File: src/rtl/rgb_stream_packer.sv
// rgb_stream_packer: packs 24-bit RGB pixels four-into-three onto 32-bit AXI4-Stream
// words, marks frame start/line end, and zero-pads partial words on misaligned markers.
module rgb_stream_packer #(
  parameter int FIFO_DEPTH = 4
) (
  input  logic        clk,
  input  logic        reset,
  input  logic [7:0]  r,
  input  logic [7:0]  g,
  input  logic [7:0]  b,
  input  logic        valid,
  input  logic        sof,
  input  logic        eol,
  output logic        in_ready,
  output logic [31:0] out_stream_tdata,
  output logic [3:0]  out_stream_tkeep,
  output logic        out_stream_tlast,
  output logic        out_stream_tuser,
  output logic        out_stream_tvalid,
  input  logic        out_stream_tready,
  output logic        misalign
);

  localparam int PW = $clog2(FIFO_DEPTH);
  localparam int CW = PW + 1;

  typedef struct packed {
    logic        user;
    logic        last;
    logic [31:0] data;
  } word_t;

  word_t          mem_q [FIFO_DEPTH];
  logic [PW-1:0]  wr_ptr_q, rd_ptr_q;
  logic [CW-1:0]  count_q, count_d;
  logic [1:0]     phase_q, phase_d;
  logic [23:0]    carry_q, carry_d;
  logic           pend_q, pend_d;
  logic           misalign_q, misalign_d;
  logic           ready_q;

  logic [23:0] pix;
  logic        accept, pop, push0, push1, has_word, sof_pend;
  logic [1:0]  ph;
  word_t       w0, w1, nw, head;

  assign pix    = {r, g, b};
  assign accept = valid && in_ready;
  assign pop    = out_stream_tvalid && out_stream_tready;

  // A misaligned sof flushes the carry first (push0), then the pixel word follows (push1).
  always_comb begin
    phase_d    = phase_q;
    carry_d    = carry_q;
    pend_d     = pend_q;
    misalign_d = misalign_q;
    push0      = 1'b0;
    push1      = 1'b0;
    w0         = '0;
    w1         = '0;
    nw         = '0;
    has_word   = 1'b0;
    ph         = phase_q;
    sof_pend   = pend_q;
    if (accept) begin
      sof_pend = pend_q | sof;
      if (sof && phase_q != 2'd0) begin
        misalign_d = 1'b1;
        push0      = 1'b1;
        w0.last    = 1'b1;
        ph         = 2'd0;
        case (phase_q)
          2'd1:    w0.data = {8'h0, carry_q};
          2'd2:    w0.data = {16'h0, carry_q[15:0]};
          default: w0.data = {24'h0, carry_q[7:0]};
        endcase
      end
      if (eol && ph != 2'd3) misalign_d = 1'b1;
      case (ph)
        2'd0: begin
          if (eol) begin
            nw.data  = {8'h0, pix};
            has_word = 1'b1;
          end else begin
            carry_d = pix;
          end
        end
        2'd1: begin
          nw.data  = {pix[7:0], carry_q};
          carry_d  = {8'h0, pix[23:8]};
          has_word = 1'b1;
        end
        2'd2: begin
          nw.data  = {pix[15:0], carry_q[15:0]};
          carry_d  = {16'h0, pix[23:16]};
          has_word = 1'b1;
        end
        default: begin
          nw.data  = {pix, carry_q[7:0]};
          has_word = 1'b1;
        end
      endcase
      phase_d = eol ? 2'd0 : ph + 2'd1;
      pend_d  = sof_pend;
      if (has_word) begin
        nw.user = sof_pend;
        nw.last = eol;
        pend_d  = 1'b0;
      end
      if (push0) begin
        push1 = has_word;
        w1    = nw;
      end else begin
        push0 = has_word;
        w0    = nw;
      end
    end
  end

  assign count_d = count_q + CW'(push0) + CW'(push1) - CW'(pop);

  always_ff @(posedge clk or posedge reset) begin
    if (reset) begin
      phase_q    <= 2'd0;
      carry_q    <= '0;
      pend_q     <= 1'b0;
      misalign_q <= 1'b0;
      count_q    <= '0;
      wr_ptr_q   <= '0;
      rd_ptr_q   <= '0;
      ready_q    <= 1'b0;
    end else begin
      phase_q    <= phase_d;
      carry_q    <= carry_d;
      pend_q     <= pend_d;
      misalign_q <= misalign_d;
      count_q    <= count_d;
      wr_ptr_q   <= wr_ptr_q + PW'(push0) + PW'(push1);
      rd_ptr_q   <= rd_ptr_q + PW'(pop);
      ready_q    <= 1'b1;
    end
  end

  always_ff @(posedge clk) begin
    if (push0) mem_q[wr_ptr_q] <= w0;
    if (push1) mem_q[wr_ptr_q + PW'(1)] <= w1;
  end

  // Threshold leaves room for a two-word push on any accepted pixel.
  assign in_ready = ready_q && (count_q <= CW'(FIFO_DEPTH - 2));

  assign head              = mem_q[rd_ptr_q];
  assign out_stream_tvalid = (count_q != '0);
  assign out_stream_tdata  = out_stream_tvalid ? head.data : 32'h0;
  assign out_stream_tlast  = out_stream_tvalid && head.last;
  assign out_stream_tuser  = out_stream_tvalid && head.user;
  assign out_stream_tkeep  = 4'hF;
  assign misalign          = misalign_q;

endmodule

File: config.mk
export PLATFORM = sky130hd
export DESIGN_NAME = rgb_stream_packer
export DESIGN_NICKNAME = d
export VERILOG_FILES = /design/src/rtl/rgb_stream_packer.sv
export SDC_FILE = /design/constraint.sdc
export NUM_CORES = 1
export LEC_CHECK = 0
export BUFFER_PORTS_ARGS = -buffer_cell sky130_fd_sc_hd__buf_2
export CELL_PAD_IN_SITES_DETAIL_PLACEMENT = 1
export CELL_PAD_IN_SITES_GLOBAL_PLACEMENT = 1
export CORE_AREA = 2 2 159 161
export CTS_BUF_LIST = sky130_fd_sc_hd__clkbuf_8
export DETAILED_ROUTE_END_ITERATION = 6
export DIE_AREA = 0 0 161 163
export PLACE_DENSITY_LB_ADDON = 0.1
export SETUP_SLACK_MARGIN = 0.3
export SLEW_MARGIN = 20
export SYNTH_ARGS = -nofsm -noshare
export SYNTH_HDL_FRONTEND = slang
export SYNTH_SLANG_ARGS = --single-unit
File: constraint.sdc
create_clock -name clk -period 7.5 [get_ports clk]
set_input_delay 0.375 -clock clk [delete_from_list [all_inputs] [get_ports clk]]
set_output_delay 0.375 -clock clk [all_outputs]
set_load 0.01 [all_outputs]
==> metrics.md <==
| Metric | Value |
|---|---|
| Number of synthesis warnings | 0 |
| TritonCTS buffer count | 17 |
| Critical R2R Capture | mem_q[0][12] |
| Average via count per standard cell | 5.97 |
| Antenna viol nets, final | 0 |
| Full die area | 26200 um^2 |
| I/O Pins | 71 |
| Max_cap viols | 0 |
| GR Util met1 | 35.5% |
| Distinct cell type count after synthesis | 55 |
| Kind of start point of the critical path | flop |
| GR met3 Demand/Resource | 3.36% |
| Post-placement cell area | a little over 10000 um^2 |
| Net count of the finished layout | 934 |
| Routed length per instance | 25.0 um |
| Clk sink count | roughly 170 |
| Maximum vdd ir drop | 0.378 mV |
| Estimated wirelength of the detail-placed design | 21100 um |
| Hold-fix buffer count after cts | 1 |
| First-pass GRT wire length | between 40000 and 50000 um |
| Period Utilization, post-route | about 57% |
| Tightest Pin Transition | 1070 ps |
| Arrival time at the worst endpoint | around 4400 ps |
| Hold Path Class | primary input to flop |
| R2R Setup Slk | 3260 ps |
| Largest fanout on the critical path | 26 |
| Commonest non-fill, non-tap cell in the layout | sky130_fd_sc_hd__edfxtp_1 |
| P per Cell Area | 360 nW/um^2 |
| Total leakage power | 3.77 nW |
| Setup TNS | 0 ps |
| Number of antenna cells inserted | 0 |
| Core area | 24700 um^2 |
| Port-buffer cells | 66 |
| Hold Startpoint | r[7] |
| Share of post-route cells with drive strength above 1 | 19.5% |
| DR pass1 iterations | 5 |
| Launching point of the worst reg2reg path | phase_q[0] |
| Number of slew-limit violations in the final report | 0 |
| Hold slack | ~220 ps |
| Crit path capture type | flop |
| Commonest cells after routing, fill and taps aside | sky130_fd_sc_hd__edfxtp_1 (136), sky130_fd_sc_hd__nand2_1 (98), sky130_fd_sc_hd__buf_2 (66) |
| Final instance area | approximately 11000 um^2 |
| Met2 layer usage reported by global route | roughly two fifths |
| Seq cells post-synth | 172 |
| Non-filler cells in the finished layout | 1234 |
| Worst Hold Depth | 3 |
| Worst hold path endpoint | carry_q[23] |
| Utilization after layout | 43.3% |
| Via count of the first global-routing pass | between 7000 and 8000 |
| Clock insertion delay at the later pin of the skew report | 480 ps |
| Die height | 163 um |
| Initial antenna violation count | 0 |
| # rows | 58 |
| Time the final worst path needs with I/O delays and setup | roughly 4200 ps |
| Setup repair after global routing missed its margin | false |
| Clock tree from TritonCTS | built |
| Detailed Route WL | 30900 um |
| Fill cells | 2719 |
| Number of buffers added for setup after CTS | 0 |
| Final hold viol count | 0 |
| Post-synth EDFFs | between 100 and 150 |
| Relative slew margins | 28.6% |
| Buffer depth of the longest clock path | 2 |
| Final clock skew | 13.5 ps |
| Post-CTS Resized | 0 |
| Routability congestion estimate | 0.845 |
| Die W | around 160 um |
| Fmax | 0.236 GHz |
| Number of setup violations in the final report | 0 |
| Status | finished clean |
| Violation count after the first detailed-route iteration | 532 |
| CTS clk-pin slew, worst paths | 100 ps |
| Overflow after GRT | 0 |
| Fraction of the yosys area taken by sequential cells | roughly half |
| Post-synthesis async set-or-reset flop share | 20.9% |
| Combined area of all synthesized cells | 9680 um^2 |
| Starting density of the core | 39.2% |
| Number of levels the H-tree was split into | 4 |
| Worst Setup Path Type | flop to flop |
| Cell at the root of the clock tree | sky130_fd_sc_hd__clkbuf_8 |
| Number of placed cells counting well taps | approximately 1200 |
| Overall routing resource usage | between 20% and 30% |
| Via total after detailed routing | 7365 |
| Busiest layer in global routing | met2 |
| Count of unresolved DRC violations after routing | 0 |
| Synthesized netlist cell count | about 860 |
| Data required time of the critical path | about 7700 ps |
| Most common flop cell mapped by yosys | sky130_fd_sc_hd__edfxtp_1 |
| Per-instance average area after synthesis | 11.2 um^2 |
| Number of cells on the worst reg-to-reg path | 9 |
| Maximum number of pins on one net before global-route repair | 49 |
| P&R area growth vs syn | 10.5% |
-- worst max-delay path, stage by stage, from the launching register on --
cell and delay, ps:
sky130_fd_sc_hd__dfrtp_1 420, sky130_fd_sc_hd__inv_1 80, sky130_fd_sc_hd__ha_1 250, sky130_fd_sc_hd__nand2b_1 220
sky130_fd_sc_hd__nand2_1 150, sky130_fd_sc_hd__ha_1 680, sky130_fd_sc_hd__nor2b_1 780, sky130_fd_sc_hd__or3_2 710
sky130_fd_sc_hd__o21ai_4 290, sky130_fd_sc_hd__buf_4 340
-- cell type report --
class	count	area, um^2	share of cell area, %
multi-input cells	601	4310	40.3
well taps	330	413	3.86
flip-flops and latches	172	4990	46.6
inverters	13	48.8	0.456
clock inverters	13	191	1.79
clock buffers	19	262	2.45
repair buffers	86	483	4.52
-- Yosys cell counts (all sizes together) (21+ instances only) --
cell type | instances | area [um^2]
edfxtp | 136 | 4080
nand2 | 98 | 368
o22ai | 64 | 407
o21ai | 52 | 260
clkbuf | 48 | 180
nor2b | 47 | 294
nor2 | 38 | 143
dfrtp | 36 | 901
buf | 34 | 203
mux4 | 34 | 766
mux2i | 32 | 320
a21oi | 26 | 130
nand3 | 26 | 130
nand2b | 21 | 131
-- logic make-up after synthesis --
| family | Yosys count | share of synthesized area (%) |
|---|---|---|
| buffers and inverters | 95 | 4.46 |
| adders and majority gates | 13 | 1.91 |
| and+or+nand+nor | 285 | 15.0 |
| xor gates and xnor gates | 3 | 0.272 |
| DFF | 172 | 51.5 |
| AOI/OAI and AO/OA | 228 | 15.5 |
| muxes | 67 | 11.3 |
| other | 1 | 0.0387 |
-- state kept, by name, summed over array words and instances (netlist names) --
signal / flops
count_q: 3
mem_q: 136
misalign: 1
phase_q: 2
ready_q: 1
carry_q: 24
rd_ptr_q: 2
pend_q: 1
wr_ptr_q: 2
-- routing by layer --
layer,wire length [um],part of all wire [%]
met1,14700,47
met4,455,1.5
met3,1450,4.7
met5,0,0
met2,14300,46
-- through the flow --
step	worst slack (ps)	power (mW)
2_1_floorplan	2260	2.54
3_5_place_dp	2950	3.13
5_1_grt	3000	4.09
6_report	3260	3.86
4_1_cts	2920	3.88
3_3_place_gp	3190	3.07
-- how the worst max path moves through the flow --
stage / startpoint / to / slack [ps] / cells after the start
after global placement: phase_q[0] / mem_q[0][10] / 3190 / 9
after floorplan: phase_q[0] / mem_q[0][0] / 2260 / 12
after detailed placement: phase_q[0] / mem_q[0][10] / 2950 / 9
after global routing: phase_q[0] / mem_q[0][11] / 3000 / 9
after CTS: phase_q[0] / mem_q[0][15] / 2920 / 9
final: phase_q[0] / mem_q[0][12] / 3260 / 9
-- report_power, final --
group / internal, mW / leakage (nW) / switching, mW
clock network: 0.384 / 0.223 / 0.367
logic: 0.674 / 1.82 / 1.11
registers: 1.18 / 1.72 / 0.139
total: 2.24 / 3.77 / 1.61
No activity file was read; power rests on OpenSTA's default activity.
